`config.mk`:
```
export PLATFORM = sky130hd
export DESIGN_NAME = branch_predictor
export DESIGN_NICKNAME = d
export VERILOG_FILES = /design/src/rtl/branch_predictor.sv
export SDC_FILE = /design/constraint.sdc
export NUM_CORES = 2
export LEC_CHECK = 0
export CAP_MARGIN = 30
export CORE_AREA = 5 5 217 377
export CTS_BUF_LIST = sky130_fd_sc_hd__clkbuf_4
export CTS_CLUSTER_SIZE = 30
export DETAILED_ROUTE_END_ITERATION = 8
export DIE_AREA = 0 0 222 382
export PLACE_DENSITY = 0.93
export SLEW_MARGIN = 20
export SYNTH_ARGS = -nofsm -noshare
export SYNTH_HDL_FRONTEND = slang
export SYNTH_SLANG_ARGS = --single-unit
```
`constraint.sdc`:
```
create_clock -name clk -period 13.9 [get_ports clk]
set_input_delay 2.78 -clock clk [delete_from_list [all_inputs] [get_ports clk]]
set_output_delay 2.78 -clock clk [all_outputs]
set_load 0.05 [all_outputs]
```
`src/rtl/branch_predictor.sv`:
```
// Direct-mapped branch target buffer with 2-bit direction counters.
// Zero-latency fetch lookup, training from EX, mispredict detection and saturating statistics.
module branch_predictor #(
  parameter int ADDR_W  = 32,
  parameter int INDEX_W = 4,
  parameter int TAG_W   = ADDR_W - INDEX_W - 2,
  parameter int CNT_W   = 16
) (
  input  logic              clk,
  input  logic              rst,
  input  logic [ADDR_W-1:0] IF_PC,
  output logic              Pred_Taken,
  output logic [ADDR_W-1:0] Pred_NextPC,
  input  logic              EX_Update,
  input  logic [ADDR_W-1:0] EX_PC,
  input  logic              EX_Taken,
  input  logic [ADDR_W-1:0] EX_Target,
  input  logic              EX_PredTaken,
  input  logic [ADDR_W-1:0] EX_PredNextPC,
  output logic              Mispredict,
  output logic [ADDR_W-1:0] Redirect_PC,
  output logic [CNT_W-1:0]  Branch_Count,
  output logic [CNT_W-1:0]  Mispredict_Count
);
  localparam int DEPTH = 1 << INDEX_W;

  logic [DEPTH-1:0]  r_valid;
  logic [TAG_W-1:0]  r_tag    [DEPTH];
  logic [ADDR_W-1:0] r_target [DEPTH];
  logic [1:0]        r_ctr    [DEPTH];
  logic [CNT_W-1:0]  r_branch_cnt;
  logic [CNT_W-1:0]  r_mispred_cnt;

  logic [INDEX_W-1:0] w_if_idx, w_ex_idx;
  logic [TAG_W-1:0]   w_if_tag, w_ex_tag;
  logic               w_if_hit, w_ex_hit;
  logic               w_unused;

  assign w_if_idx = IF_PC[INDEX_W+1:2];
  assign w_if_tag = IF_PC[ADDR_W-1:INDEX_W+2];
  assign w_ex_idx = EX_PC[INDEX_W+1:2];
  assign w_ex_tag = EX_PC[ADDR_W-1:INDEX_W+2];
  assign w_unused = ^{IF_PC[1:0], EX_PC[1:0]};

  // Lookup reads pre-update contents; no bypass from a same-cycle write.
  assign w_if_hit    = r_valid[w_if_idx] && (r_tag[w_if_idx] == w_if_tag);
  assign Pred_Taken  = w_if_hit && r_ctr[w_if_idx][1];
  assign Pred_NextPC = Pred_Taken ? r_target[w_if_idx] : IF_PC + ADDR_W'(4);

  assign w_ex_hit    = r_valid[w_ex_idx] && (r_tag[w_ex_idx] == w_ex_tag);
  assign Mispredict  = EX_Update && ((EX_Taken != EX_PredTaken) ||
                                     (EX_Taken && (EX_Target != EX_PredNextPC)));
  assign Redirect_PC = EX_Taken ? EX_Target : EX_PC + ADDR_W'(4);

  always_ff @(posedge clk) begin
    if (rst) begin
      r_valid <= '0;
      for (int i = 0; i < DEPTH; i++) begin
        r_tag[i]    <= '0;
        r_target[i] <= '0;
        r_ctr[i]    <= 2'b01;
      end
    end else if (EX_Update) begin
      if (w_ex_hit) begin
        if (EX_Taken) begin
          if (r_ctr[w_ex_idx] != 2'b11) r_ctr[w_ex_idx] <= r_ctr[w_ex_idx] + 2'd1;
          r_target[w_ex_idx] <= EX_Target;
        end else if (r_ctr[w_ex_idx] != 2'b00) begin
          r_ctr[w_ex_idx] <= r_ctr[w_ex_idx] - 2'd1;
        end
      end else if (EX_Taken) begin
        // Taken miss allocates (or evicts an alias) as weakly taken.
        r_valid[w_ex_idx]  <= 1'b1;
        r_tag[w_ex_idx]    <= w_ex_tag;
        r_target[w_ex_idx] <= EX_Target;
        r_ctr[w_ex_idx]    <= 2'b10;
      end
    end
  end

  always_ff @(posedge clk) begin
    if (rst) begin
      r_branch_cnt  <= '0;
      r_mispred_cnt <= '0;
    end else begin
      if (EX_Update && (r_branch_cnt != '1))  r_branch_cnt  <= r_branch_cnt + 1'b1;
      if (Mispredict && (r_mispred_cnt != '1)) r_mispred_cnt <= r_mispred_cnt + 1'b1;
    end
  end

  assign Branch_Count     = r_branch_cnt;
  assign Mispredict_Count = r_mispred_cnt;
endmodule

```
==> reports/metrics.yaml <==
status: "finished, violations left"
violations: "DRC"
ys_warn_count: 0
initial_core_util_pct: 67.31
cp.required_ns: 11.12
setup_viol: 0
r2r-start: "r_tag[15][6]"
post-route-period-util_pct: 79.29
synthTopCellsByArea: "edfxtp_1 (55%), mux4_2 (16%), and2_1 (6.2%)"
via_count: 38653
holdPathStages: 1
ant_nets: 0
synthesis.area_mm2: 0.05269
drt-met1-wl_um: 50550
grt_max_degree: 137
clkLatencyLatePin_ns: 1.16
leakage_uw: 0.02176
area_growth_syn_to_layout_pct: 11.46
final_common_cell: "edfxtp_1"
h-tree-depth: 4
cts_buffers: 214
slew_headroom_pct: 24.12
clkTransAtPathRegs_ns: 0.08
period_minus_slack_ns: 11.02
via_per_inst: 7.558
maxUsedRoutingLayer: "met5"
globalplace.congestion: 1.087
drv_cap: 0
p_switching_uw: 1841
pwr-share-clk_pct: 34.1
final_cell_mix: "edfxtp_1 (960), and2_1 (521), and3_1 (439), mux4_2 (378), clkbuf_4 (303)"
power_density_mw_per_mm2: 116.2
rsz0062_at_grt: "false"
max_freq_mhz: 90.73
cts_root_buffer: "clkbuf_4"
rows: 136
grt-ovfl-total: 0
first_pass_iters: 9
ctsResizeCount: 0
setup_ws_ns: 2.879
io_pins: 231
r2r-end: "r_tag[2][2]"
core_area_mm2: 0.07828
drv_slew: 0
pwr-share-seq_pct: 52.0
clockBufferDepth: 3
grt_pass1_wl_um: 262500
crit_start: "IF_PC[2]"
skew_ns: 0.09959
syn_inst: 3734
fp.dieW_um: 222
tightestPinTransition_ns: 1.138
crit_path_end_kind: "output port"
antenna_found_initial: 21
drive_above_1_share_pct: 22.91
yosysTopAreaCell: "edfxtp_1"
yosysSeqAreaShare_pct: 56.54
route.detailed.drc: 2
p_int_uw: 4982
hold_viol: 0
synth_area_per_cell_um2: 14.11
ys_async_sr_fraction_pct: 0
reg2regPathDepth: 10
syn_nets: 3874
avgRoutedWirePerCell_um: 36.35
cts_tree: "yes"
combinationalPowerShare_pct: 13.9
dp_slack_ns: 2.928
fill_cells: 4479
worstPathArrival_ns: 8.24
critPathLaunchType: "input pin"
grt_pass1_vias: 38816
netSwitchingFraction_pct: 26.98
post_cts_buffers: 0
synth_edf_count: 960
hold_buffers: 0
die_h_um: 382
yosysTopAreaCellShare_pct: 54.71
final_nets: 4047
drt-initial-drc-count: 7847
hp-class: "reg -> reg"
worstPathMaxFanout: 82
die-area_mm2: 0.08480
synth_seq_cells: 1008
crit_type: "in -> out"
clock-sinks: 1008
synth-main-ff-cell: "edfxtp_1"
numPortBuffers: 230
ys_types: 73
hpwl_um: 113700
wl_met3_um: 30160
wl_met2_um: 84240
ff2ff_setup_slack_ns: 8.28
grt.total_usage_pct: 43.28
crit_end: "Pred_NextPC[3]"
vdd.ir_drop.worst_uv: 81.01
fin_setup_tns_ns: 0
drt-total-wl_um: 185900
-- routing by layer --
metal	track usage [%]	vias to the layer above
met5	0.2880	-
met4	36.33	10
met3	17.24	1354
met2	66.16	4285
met1	47.31	18289
li1	-	14715
-- how the worst min path moves through the flow --
stage / start / endpoint
after floorplan: r_valid[10] / r_valid[10]
after global placement: r_valid[0] / r_valid[0]
after detailed placement: r_valid[13] / r_valid[13]
after CTS: r_valid[12] / r_valid[12]
after global routing: r_valid[12] / r_valid[12]
final: r_valid[12] / r_valid[12]
-- cells by family (layout without fill, tap and decap cells) --
family / after synthesis / after routing / synth area share [%]
adders and majority gates: 7 / 7 / 0.1662
AOI/OAI and AO/OA: 260 / 260 / 3.203
other: 0 / 19 / 0
DFF: 1008 / 1008 / 56.54
xor gates and xnor gates: 147 / 147 / 2.444
and+or+nand+nor: 1413 / 1413 / 15.64
muxes: 487 / 487 / 18.33
buffers and inverters: 412 / 738 / 3.685
-- critical path, stage by stage --
cell and delay (ns):
buf_8 0.67, buf_4 0.79, mux4_2 0.60, mux4_2 0.52, xnor2_1 0.20, nand2_1 0.23, or4_1 0.60, nor4_4 0.31
buf_4 0.38, mux2_2 0.39, clkdlybuf4s50_1 0.70
-- flip-flops by register name, indices dropped and copies added (netlist names) --
| signal | flops |
|---|---|
| Branch_Count | 16 |
| r_ctr | 32 |
| Mispredict_Count | 16 |
| r_valid | 16 |
| r_tag | 416 |
| r_target | 512 |
-- cell usage after synthesis, types with 14 or more instances --
library cell  count
nor4_1           22
dfxtp_1          48
mux4_2          378
nor3_1           35
nand2_1         153
o22ai_1          14
nand3_1          61
buf_2            32
xor2_1           78
mux2i_1          77
and2_1          521
a22oi_1          16
clkbuf_1        281
inv_1            21
and3_1          439
buf_6            39
edfxtp_1        960
o21bai_1         17
buf_1            21
nand2b_1         20
mux2_2           31
or2_2            20
nor2_1           76
a21o_1           17
xnor2_1          69
nand4_1          28
o21ai_0         116
-- stage by stage --
step	hold slack, ns	cells	utilization, %	area, µm²	power (µW)
after CTS	0.4889	5089	74.80	58550	6755
final	0.4917	5114	75.03	58730	6823
after detailed placement	0.4776	4720	71.27	55790	4499
after global routing	0.5149	5100	74.98	58690	6988
after floorplan	0.4432	3734	-	52690	4108
after global placement	0.4661	4705	70.89	55490	4458
-- power groups by stage --
stage / logic [µW] / registers, µW / clock network (µW)
after floorplan: 524 / 3580 / 0
after global placement: 868 / 3590 / 0
after detailed placement: 890 / 3610 / 0
after CTS: 894 / 3540 / 2320
after global routing: 949 / 3560 / 2480
final: 947 / 3550 / 2330
-- final cells by class --
type	count	area [µm²]	area share, %
inverter	23	86.33	0.1470
multi-input combinational	2314	21300	36.27
tap	1035	1295	2.205
timing repair buffer	346	3442	5.861
sequential	1008	29790	50.72
clock buffer	303	2275	3.873
antenna	19	47.55	0.08096
clock inverter	66	490.5	0.8352
(Power assumes the default switching activity.)
